File: src/rtl/main_ram_arbiter.sv
// ============================================================================
// Module      : main_ram_arbiter
// Description : Arbitrates a loader port, a ROM read port and a BSRAM
//               read/write port onto one SDRAM command interface using a
//               req/ack handshake. Only one transaction is in flight at a time.
//               Optional build macro MAIN_RAM_ARB_RR_EN selects round-robin
//               arbitration between ROM and BSRAM (fixed priority otherwise).
// Revision    : 1.0 - initial release
// ============================================================================
`default_nettype none

module main_ram_arbiter #(
  parameter int BUSY_TIMEOUT = 3
) (
  input  logic        clk,
  input  logic        reset,
  input  logic        load_done,
  // loader port (write only)
  input  logic        ld_req,
  input  logic [24:0] ld_addr,
  input  logic [15:0] ld_data,
  output logic        ld_ack,
  // ROM port (read only)
  input  logic        rom_req,
  input  logic [23:0] rom_addr,
  input  logic        rom_word,
  output logic        rom_ack,
  output logic [15:0] rom_q,
  // BSRAM port (read/write, byte wide)
  input  logic        bs_req,
  input  logic        bs_we,
  input  logic [19:0] bs_addr,
  input  logic [7:0]  bs_d,
  output logic        bs_ack,
  output logic [7:0]  bs_q,
  // SDRAM controller side
  output logic [24:0] ram_addr,
  output logic        ram_rd,
  output logic        ram_wr,
  output logic        ram_word,
  output logic [15:0] ram_din,
  input  logic [15:0] ram_dout,
  input  logic        ram_busy
);

  // Counter wide enough to count BUSY_TIMEOUT cycles spent in WAIT_HI.
  localparam int CNT_W = (BUSY_TIMEOUT > 1) ? $clog2(BUSY_TIMEOUT) : 1;
  localparam logic [CNT_W-1:0] CNT_LAST = CNT_W'(BUSY_TIMEOUT - 1);

  typedef enum logic [2:0] {
    ST_IDLE    = 3'd0,
    ST_ISSUE   = 3'd1,
    ST_WAIT_HI = 3'd2,
    ST_WAIT_LO = 3'd3,
    ST_ACK     = 3'd4
  } state_t;

  typedef enum logic [1:0] {
    SEL_NONE = 2'd0,
    SEL_LD   = 2'd1,
    SEL_ROM  = 2'd2,
    SEL_BS   = 2'd3
  } sel_t;

  state_t            state_q, state_d;
  sel_t              sel_q, sel_d;
  logic              we_q, we_d;
  logic [24:0]       ram_addr_q, ram_addr_d;
  logic              ram_word_q, ram_word_d;
  logic [15:0]       ram_din_q, ram_din_d;
  logic [CNT_W-1:0]  cnt_q, cnt_d;
  logic [15:0]       rom_q_q, rom_q_d;
  logic [7:0]        bs_q_q, bs_q_d;

  // Eligibility: load_done splits service between the loader and the
  // ROM/BSRAM pair; it is only consulted while idle.
  logic ld_ok, rom_ok, bs_ok, bs_wins;
  sel_t grant;

  assign ld_ok  = ~load_done & ld_req;
  assign rom_ok = load_done & rom_req;
  assign bs_ok  = load_done & bs_req;

`ifdef MAIN_RAM_ARB_RR_EN
  // rr_rom_first_q=1 means ROM wins the next ROM/BSRAM tie. The pointer
  // only moves when a tie is actually resolved, so the winner of one tie
  // loses the next one.
  logic rr_rom_first_q, rr_rom_first_d;

  assign bs_wins = bs_ok & (~rom_ok | ~rr_rom_first_q);
`else
  assign bs_wins = bs_ok;
`endif

  // Winner selection among eligible requesters.
  always_comb begin
    grant = SEL_NONE;
    if (ld_ok)        grant = SEL_LD;
    else if (bs_wins) grant = SEL_BS;
    else if (rom_ok)  grant = SEL_ROM;
  end

  // Next-state logic and field latching for the command sequencer.
  always_comb begin
    state_d    = state_q;
    sel_d      = sel_q;
    we_d       = we_q;
    ram_addr_d = ram_addr_q;
    ram_word_d = ram_word_q;
    ram_din_d  = ram_din_q;
    cnt_d      = cnt_q;
    rom_q_d    = rom_q_q;
    bs_q_d     = bs_q_q;
`ifdef MAIN_RAM_ARB_RR_EN
    rr_rom_first_d = rr_rom_first_q;
`endif

    case (state_q)
      ST_IDLE: begin
        if (grant != SEL_NONE) begin
          sel_d   = grant;
          state_d = ST_ISSUE;
          case (grant)
            SEL_LD: begin
              ram_addr_d = ld_addr;
              ram_word_d = 1'b1;
              ram_din_d  = ld_data;
              we_d       = 1'b1;
            end
            SEL_ROM: begin
              ram_addr_d = {1'b0, rom_addr};
              ram_word_d = rom_word;
              we_d       = 1'b0;
            end
            default: begin
              // BSRAM lives in the upper region of SDRAM; the byte is
              // replicated on both lanes so either lane can be written.
              ram_addr_d = {5'b10000, bs_addr};
              ram_word_d = 1'b0;
              ram_din_d  = {bs_d, bs_d};
              we_d       = bs_we;
            end
          endcase
`ifdef MAIN_RAM_ARB_RR_EN
          if (rom_ok && bs_ok) begin
            rr_rom_first_d = (grant == SEL_BS);
          end
`endif
        end
      end

      ST_ISSUE: begin
        cnt_d   = '0;
        state_d = ST_WAIT_HI;
      end

      // Wait for the controller to acknowledge the command via busy; if it
      // never rises, treat the command as already complete.
      ST_WAIT_HI: begin
        if (ram_busy) begin
          state_d = ST_WAIT_LO;
        end else if (cnt_q == CNT_LAST) begin
          state_d = ST_ACK;
        end else begin
          cnt_d = cnt_q + CNT_W'(1);
        end
      end

      ST_WAIT_LO: begin
        if (!ram_busy) state_d = ST_ACK;
      end

      ST_ACK: begin
        state_d = ST_IDLE;
        if (!we_q) begin
          if (sel_q == SEL_ROM) rom_q_d = ram_dout;
          if (sel_q == SEL_BS)  bs_q_d  = ram_dout[7:0];
        end
      end

      default: state_d = ST_IDLE;
    endcase
  end

  // State and datapath registers; reset abandons any in-flight command.
  always_ff @(posedge clk) begin
    if (reset) begin
      state_q    <= ST_IDLE;
      sel_q      <= SEL_NONE;
      we_q       <= 1'b0;
      ram_addr_q <= '0;
      ram_word_q <= 1'b1;
      ram_din_q  <= '0;
      cnt_q      <= '0;
      rom_q_q    <= '0;
      bs_q_q     <= '0;
    end else begin
      state_q    <= state_d;
      sel_q      <= sel_d;
      we_q       <= we_d;
      ram_addr_q <= ram_addr_d;
      ram_word_q <= ram_word_d;
      ram_din_q  <= ram_din_d;
      cnt_q      <= cnt_d;
      rom_q_q    <= rom_q_d;
      bs_q_q     <= bs_q_d;
    end
  end

`ifdef MAIN_RAM_ARB_RR_EN
  // Round-robin pointer; after reset BSRAM wins the first tie.
  always_ff @(posedge clk) begin
    if (reset) rr_rom_first_q <= 1'b0;
    else       rr_rom_first_q <= rr_rom_first_d;
  end
`endif

  // Strobes decode directly from the state register so they are single
  // cycle and forced low by reset on the same edge as the state.
  assign ram_rd   = (state_q == ST_ISSUE) & ~we_q;
  assign ram_wr   = (state_q == ST_ISSUE) &  we_q;
  assign ld_ack   = (state_q == ST_ACK) & (sel_q == SEL_LD);
  assign rom_ack  = (state_q == ST_ACK) & (sel_q == SEL_ROM);
  assign bs_ack   = (state_q == ST_ACK) & (sel_q == SEL_BS);

  assign ram_addr = ram_addr_q;
  assign ram_word = ram_word_q;
  assign ram_din  = ram_din_q;
  assign rom_q    = rom_q_q;
  assign bs_q     = bs_q_q;

endmodule

`default_nettype wire

File: config.mk
export PLATFORM = sky130hd
export DESIGN_NAME = main_ram_arbiter
export DESIGN_NICKNAME = d
export VERILOG_FILES = /design/src/rtl/main_ram_arbiter.sv
export SDC_FILE = /design/constraint.sdc
export NUM_CORES = 1
export LEC_CHECK = 0
export ABC_AREA = 1
export CAP_MARGIN = 20
export CORE_MARGIN = 2
export CORE_UTILIZATION = 55
export DETAILED_ROUTE_END_ITERATION = 10
export DONT_BUFFER_PORTS = 1
export HOLD_SLACK_MARGIN = 0.15
export PLACE_DENSITY = 0.7
export SLEW_MARGIN = 15
export SYNTH_ARGS = -nofsm -noshare
export SYNTH_HDL_FRONTEND = slang
export SYNTH_SLANG_ARGS = --single-unit
File: constraint.sdc
create_clock -name clk -period 4.05 [get_ports clk]
set_clock_uncertainty 0.15 [all_clocks]
set_input_delay 0 -clock clk [delete_from_list [all_inputs] [get_ports clk]]
set_output_delay 0 -clock clk [all_outputs]
set_load 0.01 [all_outputs]
# [Yosys cells after proc, flatten, opt, wreduce, memory -nomap -nowiden]
# Index checks and enable logic that the tools add are counted.
[totals] inputBits=118 out_inout_bits=71 elab_cells=60 reg_bits=74
[op_classes] n_bitwise=11 eq_ne=15 add_sub_neg=1 n_reduce_logical=9 muxes=15
[ops] operator="$pmux W25 S2" n=1
[ops] operator="$pmux W16 S2" n=1
[ops] operator="$reduce_and A3 Y1" n=5
[ops] operator="$mux W3" n=4
[ops] operator="$pmux W3 S4" n=1
[ops] operator="$mux W2" n=5
[ops] operator="$and A1 B1 Y1" n=8
[ops] operator="$eq A2 B2 Y1 const B" n=4
[ops] operator="$ne A2 B2 Y1 const B" n=4
[ops] operator="$eq A3 B2 Y1 const B" n=2
[ops] operator="$eq A2 B1 Y1 const B" n=2
[ops] operator="$pmux W1 S2" n=2
[ops] operator="$pmux W2 S2" n=1
[ops] operator="$reduce_bool A2 Y1" n=2
[ops] operator="$eq A3 B1 Y1 const B" n=1
[ops] operator="$eq A3 B3 Y1 const B" n=1
[ops] operator="$logic_not A3 Y1" n=1
[ops] operator="$ne A3 B3 Y1 const B" n=1
[ops] operator="$not A1 Y1" n=3
[ops] operator="$add A2 B1 Y2 const B" n=1
[ops] operator="$reduce_and A2 Y1" n=1

# [Logic depth before layout (Yosys ltp)]
[logic_depth] ltp_word=7 depth_mapped=10 ltp_nobuf=9

# [Least setup slack after synthesis]
# OpenSTA, ideal clock, no wires.
[synth_path] path_type="register -> register" start="register state_q[0]" end="register rom_q_q[0], in the netlist rom_q[0]" required_ps=3784 setup_ps=116 synth_period_minus_slack_ps=1362 arrival_time_ps=1096 setup_slack_ps=2688 stages_incl_launch_ff=8 cell_sequence="dfxtp_1 inv_2 nand3_2 nor2_4 nand2_4 buf_6 o21ai_0 nor2_1"
[synth_via] elab_chain_cells=2
[synth_lines] item="start: declaration" line="65" source="state_t state_q, state_d;"
[synth_lines] item="start signal: assignment" line="198" source="state_q <= state_d;"
[synth_lines] item="$eq A3 B3 Y1" line="118" source="case (state_q)"
[synth_lines] item="$reduce_and A3 Y1 (no source line)"
[synth_lines] item="end signal: assignment" line="205" source="rom_q_q <= rom_q_d;"
[synth_lines] item="end: declaration" line="72" source="logic [15:0] rom_q_q, rom_q_d;"
# No other way between the ends.
# A chain may end at the register's enable or synchronous reset.

# [Worst setup path after layout]
[layout_path] start="input load_done" end="register ram_addr_q[0], in the netlist ram_addr[0]"
[layout_via] elab_chain_cells=6
[layout_lines] item="start: declaration" line="17" source="input logic load_done,"
[layout_lines] item="$and A1 B1 Y1" line="81" source="assign rom_ok = load_done & rom_req;"
[layout_lines] item="$mux W2" line="100" source="else if (rom_ok) grant = SEL_ROM;"
[layout_lines] item="$mux W2" line="99" source="else if (bs_wins) grant = SEL_BS;"
[layout_lines] item="$mux W2 *" line="98" source="if (ld_ok) grant = SEL_LD;"
[layout_lines] item="$eq A2 B2 Y1, or another cell as far along" line="123" source="case (grant)"
[layout_lines] item="$pmux W25 S2 or $reduce_and A2 Y1 (tied branches)"
[layout_lines] item="end signal: assignment" line="201" source="ram_addr_q <= ram_addr_d;"
[layout_lines] item="end: declaration" line="68" source="logic [24:0] ram_addr_q, ram_addr_d;"
# Every way passes the cells marked *; elsewhere a longest branch is shown, timed or not.

==> metrics.cfg <==
[run_status]
status=complete, no violations

[cts]
numCtsBuffers=9
clockBufferDepth=2
cts_max_level=3
cts-root-buf=clkbuf_8
cts.sinks=74
insertion_delay_ps=330
postCtsSetupBuffers=0
clkSlewWorstSetupHoldPaths_ps=80
cts_tree=done

[route]
avgRoutedWirePerCell_um=14.99
routed_wirelength_mm=10.37
drtIter0Drc=189
via_per_inst=5.447
route.detailed.drc=0
routed-via-count=3769
drt_pass1_iterations=5
ant_nets=0

[logic_synthesis]
synth_area_per_cell_um2=6.670
synth_fp_nets=636
async_reset_ff_frac=0
synthFlopType=dfxtp_1
synth_cell_types=24
yosysMostFrequentCell=nand2_1
synth_edf_count=0
yosysSeqAreaShare=0.4296
yosys_warnings=0
netlist_area_mm2=0.003448
synth_top_area_cell=dfxtp_1
synth_common_cells=147 x nand2_1, 126 x nor2_1, 74 x dfxtp_1, 51 x o21ai_0, 20 x a21oi_1
synth-seq-cells=74
synthCells=517
synth_top_area_share=0.4296
synth.area.top_cells=dfxtp_1 43%, nand2_1 16%, nor2_1 14%

[finish]
diodes=0
post-route-util=0.7853
design_area_mm2=0.004705
nFillCells=402
nets=731
drive_above_1_share=0.05997
area_delta_synth_final_pct=36.43

[power]
vdd_drop_max_uv=302.4
fin_total_pwr_mw=2.432
power_density_mw_per_mm2=517.1
power_leakage_nw=2.042

[grt]
grt_max_degree=70
grt_usage=0.2919
use_met1=0.3383
grt_pass1_vias=3728
grt-ovfl-total=0
met2_usage=0.4905
busiest_layer=met2
antenna_found_initial=0
grt_pass1_wl_mm=16.74
globalRouteMet3Util=0.07753

[critical_path]
cp_common_cell=dlygate4sd3_1
critPathLaunchType=input pin
worstPathRequired_ps=4120
cp_max_fo=28
slowest_delay_ps=620
worstPathCellList=dlygate4sd3_1 -> nand2_1 -> dlygate4sd3_1 -> nor2_4 -> nor2_4 -> nand2_1 -> nand2_1 -> dlygate4sd3_1 -> nor2_1 -> dlygate4sd3_1 -> nor2_1
cpMaxStageDelayCell=dlygate4sd3_1
reg2reg_depth=8
worstPathArrival_ps=3500
path_class=input pin to flop
r2r-end=ram_addr[17]
ff2ff_setup_slack_ps=1290
critPathLaunch=load_done
worstReg2RegStart=state_q[0]
end_kind=flop

[timing]
worst_slack_ps=618.3
hold_viol=0
setup_viol=0
timing.final.crit_share=0.8473
setup_tns_ps=0
tightestPinTransition_ps=934.2
drv_slew=0
fin_crit_ps=3432
rsz0062_at_grt=false
fmax_mhz=291.4
slew_headroom=0.3763

[die]
die_y_um=83.18
row_count=28
pin_count=189
core_mm2=0.005991
die_w_um=83.18
start_util=0.5756
die_area_mm2=0.006919

[min_path]
hold_depth=5
min_path_type=input pin to flop
hold_end=sel_q[0]
min_from=load_done

[placement]
dp_hpwl_mm=5.909
port_buffers=0
routabilityCongestion=0.8493
dpl_cell_area_mm2=0.003377
pre_cts_ws_ps=1872

[run]
cap_violations=0

[per-layer routing]
layer  up-vias  wire, µm
met2       190      4984
met3        42       869
met1      1703      4083
met5         -         0
li1       1834         -
met4         0       436
[registers in the layout, summed over array words and instances, names as in the netlist]
register and flops:
sel_q 2, ram_din 16, ram_addr 25, cnt_q 2, state_q 3, ram_word 1
we_q 1, rom_q 16, bs_q 8
[worst max path at each step]
stage                              end  slack [ps]  cells past startpoint
after floorplan               rom_q[0]        2690                      7
after global placement     ram_addr[8]        1970                      7
after detailed placement   ram_addr[1]        1870                      6
after CTS                 ram_addr[14]         730                     11
after global routing      ram_addr[11]         450                     11
final                      ram_addr[0]         620                     11
[final cells by class]
class                      count  area, µm²  share of cell area
tap                           75      93.84             0.01995
clock inverter                 6      88.84             0.01888
multi-input combinational    399       1725              0.3668
sequential                    74       1481              0.3149
timing repair buffer         111       1109              0.2356
clock buffer                  10      137.6             0.02926
inverter                      17      68.82             0.01463
[what timing repair did]
action,CTS,global route
resized for setup,0,0
endpoints found under the hold margin,74,0
hold buffers,110,0
[placed cells by master, fill, tap and decap left out]
cell           count
inv_4              2
bufinv_16          2
nor2_4             3
nand2_2            4
clkbuf_8          10
buf_4              1
dlygate4sd3_1    110
nand3_1           17
a21oi_1           20
nand3_2            1
nand2_4            2
inv_6              1
nor3_1             2
nand2_1          147
nor2_1           126
ha_1               1
clkinv_2           1
inv_1              9
inv_2              6
o21ai_0           51
clkinvlp_4         2
o21ai_1           18
nand4_1            3
dfxtp_1           74
nor3_4             1
o211ai_1           2
nor2_2             1
[critical path: cells and delay by family]
kind	cells	cell delay (ps)
and+or+nand+nor	7	1180
buffers and inverters	4	2320
[through the flow]
| stage | hold WS [ps] | instances |
|---|---|---|
| detailed placement | -76.05 | 566 |
| global placement | -79.17 | 566 |
| global route | 216.4 | 692 |
| finish | 185.8 | 692 |
| floorplan | -80.93 | 517 |
| CTS | 170.3 | 692 |
[report_power, final]
part	internal [mW]	switching (mW)
Sequential	0.888	0.196
Combinational	0.292	0.409
Clock	0.365	0.281
Total	1.55	0.887
[cells by family (layout without fill, tap and decap cells)]
group           count (synthesis)  in the layout  synth area share
simple gates                  307            307            0.3632
compound gates                 91             91            0.1335
flops                          74             74            0.4296
buf+inv                        44            144           0.07003
fa+ha+maj                       1              1          0.003628
(Power assumes the default switching activity.)
